==> src/rtl/cmp_pkg.sv <==
// Shared types and sizing helpers for the serial magnitude compare controller.
package cmp_pkg;

  typedef enum logic {
    IDLE = 1'b0,
    RUN  = 1'b1
  } state_t;

  // Counter width for a given slice count; never narrower than one bit.
  function automatic int cnt_width(input int slices);
    int w;
    w = $clog2(slices);
    return (w < 1) ? 1 : w;
  endfunction

  localparam int WIDTH_DEF = 8;
  localparam int SLICES    = WIDTH_DEF / 2;
  localparam int CNT_W     = cnt_width(SLICES);

endpackage

==> src/rtl/comparator.sv <==
// 2-bit unsigned magnitude comparator slice, pure dataflow.
module comparator (
  input  logic [1:0] a,
  input  logic [1:0] b,
  output logic       gt,
  output logic       lt,
  output logic       eq
);

  assign gt = (a > b);
  assign lt = (a < b);
  assign eq = (a == b);

endmodule

==> src/rtl/serial_mag_compare_ctrl.sv <==
// Compares two WIDTH-bit unsigned operands two bits per cycle, MSB pair first,
// stopping at the first unequal pair. Results are registered, done pulses once.
module serial_mag_compare_ctrl
  import cmp_pkg::*;
#(
  parameter int WIDTH = 8
) (
  input  logic             clk,
  input  logic             rst,
  input  logic             start,
  input  logic [WIDTH-1:0] a,
  input  logic [WIDTH-1:0] b,
  output logic             busy,
  output logic             done,
  output logic             a_gt_b,
  output logic             a_lt_b,
  output logic             a_eq_b,
  output state_t           dbg_state_o
);

  localparam int NSLICE = WIDTH / 2;
  localparam int CW     = cnt_width(NSLICE);

  // Handshake: start is taken only on an edge where busy=0; done is a
  // one-cycle pulse and the result outputs are valid from that cycle on.

  state_t           state_q, state_d;
  logic [WIDTH-1:0] sa_q, sa_d, sb_q, sb_d;
  logic [CW-1:0]    cnt_q, cnt_d;
  logic             done_q, done_d;
  logic             gt_q, gt_d, lt_q, lt_d, eq_q, eq_d;
  logic             s_gt, s_lt, s_eq;

  comparator u_slice (
    .a  (sa_q[WIDTH-1 -: 2]),
    .b  (sb_q[WIDTH-1 -: 2]),
    .gt (s_gt),
    .lt (s_lt),
    .eq (s_eq)
  );

  always_comb begin
    state_d = state_q;
    sa_d    = sa_q;
    sb_d    = sb_q;
    cnt_d   = cnt_q;
    done_d  = 1'b0;
    gt_d    = gt_q;
    lt_d    = lt_q;
    eq_d    = eq_q;
    unique case (state_q)
      IDLE: begin
        if (start) begin
          sa_d    = a;
          sb_d    = b;
          cnt_d   = CW'(NSLICE - 1);
          state_d = RUN;
        end
      end
      RUN: begin
        if (!s_eq) begin
          gt_d    = s_gt;
          lt_d    = s_lt;
          eq_d    = 1'b0;
          done_d  = 1'b1;
          state_d = IDLE;
        end else if (cnt_q == '0) begin
          gt_d    = 1'b0;
          lt_d    = 1'b0;
          eq_d    = 1'b1;
          done_d  = 1'b1;
          state_d = IDLE;
        end else begin
          sa_d  = sa_q << 2;
          sb_d  = sb_q << 2;
          cnt_d = cnt_q - CW'(1);
        end
      end
      default: state_d = IDLE;
    endcase
  end

  always_ff @(posedge clk) begin
    if (rst) begin
      state_q <= IDLE;
      sa_q    <= '0;
      sb_q    <= '0;
      cnt_q   <= '0;
      done_q  <= 1'b0;
      gt_q    <= 1'b0;
      lt_q    <= 1'b0;
      eq_q    <= 1'b0;
    end else begin
      state_q <= state_d;
      sa_q    <= sa_d;
      sb_q    <= sb_d;
      cnt_q   <= cnt_d;
      done_q  <= done_d;
      gt_q    <= gt_d;
      lt_q    <= lt_d;
      eq_q    <= eq_d;
    end
  end

  assign busy        = (state_q == RUN);
  assign done        = done_q;
  assign a_gt_b      = gt_q;
  assign a_lt_b      = lt_q;
  assign a_eq_b      = eq_q;
  assign dbg_state_o = state_q;

endmodule

==> config.mk <==
export PLATFORM = sky130hd
export DESIGN_NAME = serial_mag_compare_ctrl
export DESIGN_NICKNAME = d
export VERILOG_FILES = /design/src/rtl/cmp_pkg.sv /design/src/rtl/comparator.sv /design/src/rtl/serial_mag_compare_ctrl.sv
export SDC_FILE = /design/constraint.sdc
export NUM_CORES = 1
export LEC_CHECK = 0
export ABC_CLOCK_PERIOD_IN_PS = 1400
export CORE_MARGIN = 4
export CORE_UTILIZATION = 50
export DETAILED_ROUTE_END_ITERATION = 6
export DONT_BUFFER_PORTS = 1
export MAX_ROUTING_LAYER = met4
export PLACE_DENSITY = 0.66
export SLEW_MARGIN = 20
export SYNTH_ARGS = -nofsm -noshare
export SYNTH_HDL_FRONTEND = slang
export SYNTH_SLANG_ARGS = --single-unit
==> constraint.sdc <==
create_clock -name clk -period 1.4 [get_ports clk]
set_input_delay 0.28 -clock clk [delete_from_list [all_inputs] [get_ports clk]]
set_output_delay 0.28 -clock clk [all_outputs]
set_load 0.03 [all_outputs]
; Word level (Yosys, flattened, before mapping)
; Index checks and enable logic that the tools add are counted.
[op_classes]
multipliers = 0
magnitude_cmp = 2
n_eq_ne = 5
n_reduce_logical = 4
n_bitwise = 1
addsub = 1
muxes = 23
shift = 0
div = 0
[ops]
columns = cell, count
row1 = 8-bit 2-to-1 mux, 6
row2 = 8-bit one-hot mux with 2 select lines, 2
row3 = 1-bit 2-to-1 mux, 10
row4 = 2-bit 2-to-1 mux, 3
row5 = "2-bit by 1-bit inequality test with 1-bit output, second input constant", 2
row6 = "2-bit inequality test, second input constant", 2
row7 = 2-bit one-hot mux with 2 select lines, 1
row8 = 3-bit AND reduction, 1
row9 = 2-bit == test, 1
row10 = 2-bit greater-than comparator, 1
row11 = 2-bit logical NOT, 1
row12 = 2-bit < comparator, 1
row13 = 1-bit one-hot mux with 2 select lines, 1
row14 = 2-bit AND reduction, 1
row15 = 2-bit OR reduction, 1
row16 = "2-bit by 1-bit subtractor with 2-bit output, second input constant", 1
row17 = 1-bit inverter, 1
[totals]
latchBits = 0
elab_cells = 44
romBits = 0
output_inout_bits = 6
n_memories = 0
in_bits = 19
ff_bits = 23
mem_bits_rw = 0

; Depth between registers and ports, before layout
[depth]
depth_word = 4
depth_mapped = 6
depth_no_buf = 5

; Hierarchy
; A second synthesis with hierarchy kept.
[hier_totals]
cells_unflattened = 140
hier_area_um2 = 1237.4
[by_module_without_submodules]
columns = module, cells_per_inst, area_each_um2, n_inst
row1 = serial_mag_compare_ctrl, 131, 1174.9, 1
row2 = comparator, 9, 62.6, 1

; Least setup slack after synthesis
; No wires, ideal clock.
[synth_path]
path_kind = register to register
startpoint = reg state_q, in the netlist busy
endpoint = reg sb_q[6]
stages_incl_launch_ff = 7
t_arrival_ps = 1304
path_buffers = 3
setup_slack_ps = -45
period_less_slack_ps = 1445
cell_sequence = dfxtp_1 > buf_6 > nor2b_1 > buf_4 > buf_4 > nor3_1 > a211oi_2
[synth_between]
elab_chain_len = 3
elab_cells_between_ends = 6
classes_between = eq/ne (3) / mux (1) / bitwise (1) / reduce/logical (1)
[synth_rtl]
columns = element, line_no
row1 = start: declaration, serial_mag_compare_ctrl.sv:27  ; state_t state_q, state_d;
row2 = start signal: assignment, serial_mag_compare_ctrl.sv:94  ; state_q <= state_d;
row3 = 1-bit inverter, n/a
row4 = 2-bit inequality test (no line), n/a
row5 = 3-bit AND reduction (no line), n/a
row6 = end signal: assignment, serial_mag_compare_ctrl.sv:87  ; sb_q <= '0;
row7 = end signal: assignment, serial_mag_compare_ctrl.sv:96  ; sb_q <= sb_d;
row8 = end: declaration, serial_mag_compare_ctrl.sv:28  ; logic [WIDTH-1:0] sa_q, sa_d, sb_q, sb_d;
; Several ways; a longest one is shown, not always the timed one.
; A chain may end at the register's enable or synchronous reset.

; Final worst setup path
[layout_path]
startpoint = reg state_q, in the netlist busy
endpoint = out dbg_state_o
[layout_rtl]
columns = element, line_no
row1 = end: declaration, serial_mag_compare_ctrl.sv:18  ; output state_t dbg_state_o
; No word-level cell between the ends.

==> results.md <==
- Net count after synthesis: 132
- Netlist area before placement: 0.00111 sq mm
- Port-buffer cells: 0
- RD Place Congestion: 0.803
- Worst path setup slack after routing: 0.0565 ns
- Worst R2R End: sa_q[7]$_SDFFE_PP0P_
- Final Setup Violations: 0
- Insertion delay to the later sink of the worst-skew pair: ~0.31 ns
- Sequential cell area in the final layout: 465 sq um
- Drt total wl: 2160 um
- Largest family of logic cells by synthesized area: compound AO/OA/AOI/OAI gates
- Max rail drop VDD: 0.000848 V
- Number of buffer and inverter stages on the critical path: 1
- Die width: 55.2 um
- Hold path cells: 1
- Global routing usage on met1: 21.0%
- Largest driver fanout on the critical path: 12
- Layout-stage area growth over the synthesis result: 11.2%
- Total GRT Usage: 16.6%
- Hold buffer count at CTS: 1
- Post-synthesis sequential element count: 23
- Critical path class: flip-flop to primary output
- Largest stage delay on the critical path: 0.50 ns
- Starting density of the core: 54.5%
- Slowest library cell on the worst path: sky130_fd_sc_hd__dfxtp_2
- Post-DP HPWL: 1500 um
- Antenna cells: 0
- Final setup skew: 0.0112 ns
- Number of antenna violations at the first check in global routing: 0
- Routed vias: 826
- Mux contribution to synthesized area: 10.8%
- Max-Slew Margin vs Limit: 78.5%
- Cell variety after synth: 26
- WP data arrival: around 1.1 ns
- Mean instance size in the synthesized netlist: 10.1 sq um
- First-pass iteration count of the detailed router: 3
- Wire length of the first global-routing pass: 3570 um
- Sequential cell area fraction in the yosys report: 41.4%
- Number of global-route vias before repair: 824
- Clock tree buffer depth: 2
- Layout fillers: 196
- Start of the worst register-to-register path: sa_q[6]$_SDFFE_PP0P_
- Final hold viol count: 0
- Remaining DRCs: 0
- Clock tree from TritonCTS: done
- Dominant cell by count in the synthesized netlist: sky130_fd_sc_hd__dfxtp_1
- Leading register cell type out of synthesis: sky130_fd_sc_hd__dfxtp_1
- Startpoint type of the worst setup path: flip-flop
- Complex-gate fraction of the synthesized area: 20.7%
- Post-synthesis cell count: 110
- Number of rows in the core area: 16
- Average detailed-routed wire length per instance: 15.1 um
- Class of the tightest hold or removal check: input port to flip-flop
- Highest clock frequency the design can meet: roughly 740 MHz
- Cell type contributing the most total cell area after synthesis: sky130_fd_sc_hd__dfxtp_1
- Simple-gate area share of the yosys netlist: 15.3%
- CP Capture Type: primary output
- Max-slew violations: 0
- Largest cells by area after synthesis: sky130_fd_sc_hd__dfxtp_1 (41%), sky130_fd_sc_hd__mux2i_1 (11%), sky130_fd_sc_hd__a211oi_2 (10%)
- Synth top area share: 41.4%
- Routed vias/inst: between 5 and 6
- CTS HTree Levels: 1
- Antenna viol nets, final: 0
- Ratio of final minimum period to clock period: 96.0%
- Height of the die: around 55 um
- GRT Residual Overflow: 0
- Placed Cells incl. Taps: between 100 and 150
- # IOs: 25
- Required time of the worst setup path: about 1.1 ns
- Cell class contributing the biggest share of worst-path delay: flip-flops
- Global-route met2 utilization: 26.4%
- Core Box Area: 0.00204 sq mm
- Final Critical Period: 1.34 ns
- Setup slack on the worst flop-to-flop path: 0.06 ns
- Multi-input gate area: 611 sq um
- Xor-xnor portion of the synthesized cell area: 0%
- Terminating pin of the worst hold path: sa_q[6]$_SDFFE_PP0P_
- Clock slew at reported path FFs: roughly 0.13 ns
- Total CTS buffers: 3
- Status: completed
- Critical hold path startpoint: rst
- Post-synthesis share of cell area spent on full adders, half adders and majority gates: ~3.4%
- Root Buffer Master: sky130_fd_sc_hd__clkbuf_4
- Total clock sinks: 23
- Worst reg-to-reg path cell count: 5
- Static power due to leakage: 0.459 nW
- Net total in the final layout: 139
- Global routing met3 resource utilization: 3.22%
- Most used routing layer in global routing: met2
- Power per cell area: 1160 mW/mm^2
- List of most frequent post-synthesis cells: sky130_fd_sc_hd__dfxtp_1 (23), sky130_fd_sc_hd__nor3_1 (14), sky130_fd_sc_hd__mux2i_1 (12)
- Worst-path cell chain: buf_4
- Worst-margin pin slew: 0.321 ns
- Fraction of final layout cells with drive strength greater than 1: 30.2%
- Detailed router's first-iteration violation count: 6
- EDFF count, synth: 0
- Pre-CTS setup slack: -0.0275 ns
- Number of buffers added for setup after CTS: 0
- Total Die Area: 0.00304 sq mm
- Reported max-cap violation count: 0
- Yosys Warn Count: 0
- Pin count of the biggest net entering global routing: 23
- Number of standard cells in the layout, taps in and fillers out: 143
- Fraction of synthesis flops using an asynchronous set or reset pin: 0%
metal layers:
metal  wire (um)  vias up
met5           0        -
met4          12        0
met3         102        2
met2        1030       16
met1        1010      392
li1            -      416
worst max-delay path by stage:
stage	startpoint	endpoint	slack (ns)	cells past startpoint
after detailed placement	sb_q[7]$_SDFFE_PP0P_	sb_q[7]$_SDFFE_PP0P_	-0.03	5
after global placement	sb_q[7]$_SDFFE_PP0P_	sa_q[3]$_SDFFE_PP0P_	0.01	5
after floorplan	sb_q[7]$_SDFFE_PP0P_	sa_q[7]$_SDFFE_PP0P_	0.03	6
final	busy$_SDFF_PP0_	dbg_state_o	0.06	1
after global routing	busy$_SDFF_PP0_	busy	-0.003	1
after CTS	cnt_q[1]$_SDFFE_PP0P_	cnt_q[0]$_SDFFE_PP0P_	0.03	6
per-stage QoR:
step / util, % / hold WS, ns / area [sq um] / total power [mW] / TNS (ns)
finish: 60.6 / 0.00966 / 1240 / 1.43 / 0
global route: 60.6 / -0.0165 / 1240 / 1.52 / -0.00577
CTS: 59.9 / 0.00128 / 1220 / 1.44 / 0
detailed placement: 56.0 / 0.346 / 1140 / 1.11 / -0.0982
global placement: 56.0 / 0.347 / 1140 / 1.10 / 0
floorplan: - / 0.416 / 1110 / 1.05 / 0
cells in the final DEF (no fill, tap or decap), types with 4 or more instances in the layout:
| master | count |
|---|---|
| sky130_fd_sc_hd__mux2i_1 | 12 |
| sky130_fd_sc_hd__nand3_1 | 4 |
| sky130_fd_sc_hd__a21oi_1 | 9 |
| sky130_fd_sc_hd__buf_4 | 9 |
| sky130_fd_sc_hd__a211oi_2 | 9 |
| sky130_fd_sc_hd__nand2_1 | 4 |
| sky130_fd_sc_hd__dfxtp_1 | 19 |
| sky130_fd_sc_hd__nor3_1 | 14 |
| sky130_fd_sc_hd__dfxtp_2 | 4 |
| sky130_fd_sc_hd__inv_1 | 5 |
registers in the layout, indices dropped and copies added, names as in the netlist:
name    flops
sa_q        8
sb_q        8
cnt_q       2
a_eq_b      1
a_gt_b      1
a_lt_b      1
busy        1
done        1
where the power goes:
part,switching (mW),internal [mW],leakage (nW)
registers,0.0612,0.721,0.191
logic,0.176,0.179,0.250
clock network,0.191,0.106,0.0177
total,0.428,1.01,0.459
final cells by class:
cell class                 count  area share, %
tap                           27           2.73
clock buffer                   3           1.82
sequential                    23           37.6
multi-input combinational     73           49.3
timing repair buffer          10           6.27
inverter                       6           1.82
clock inverter                 1          0.404
timing repair:
item,in CTS,in global routing
endpoints found under the setup margin,14,17
endpoints found under the hold margin,1,7
gates resized for setup,3,6
cloned,1,0
pin swaps,1,5
logic make-up after synthesis:
group	after synthesis
AOI/OAI and AO/OA	28
DFF	23
and+or+nand+nor	29
muxes	12
buffers and inverters	15
adders and majority gates	3
Note: power is estimated with default switching activity, not from simulation.
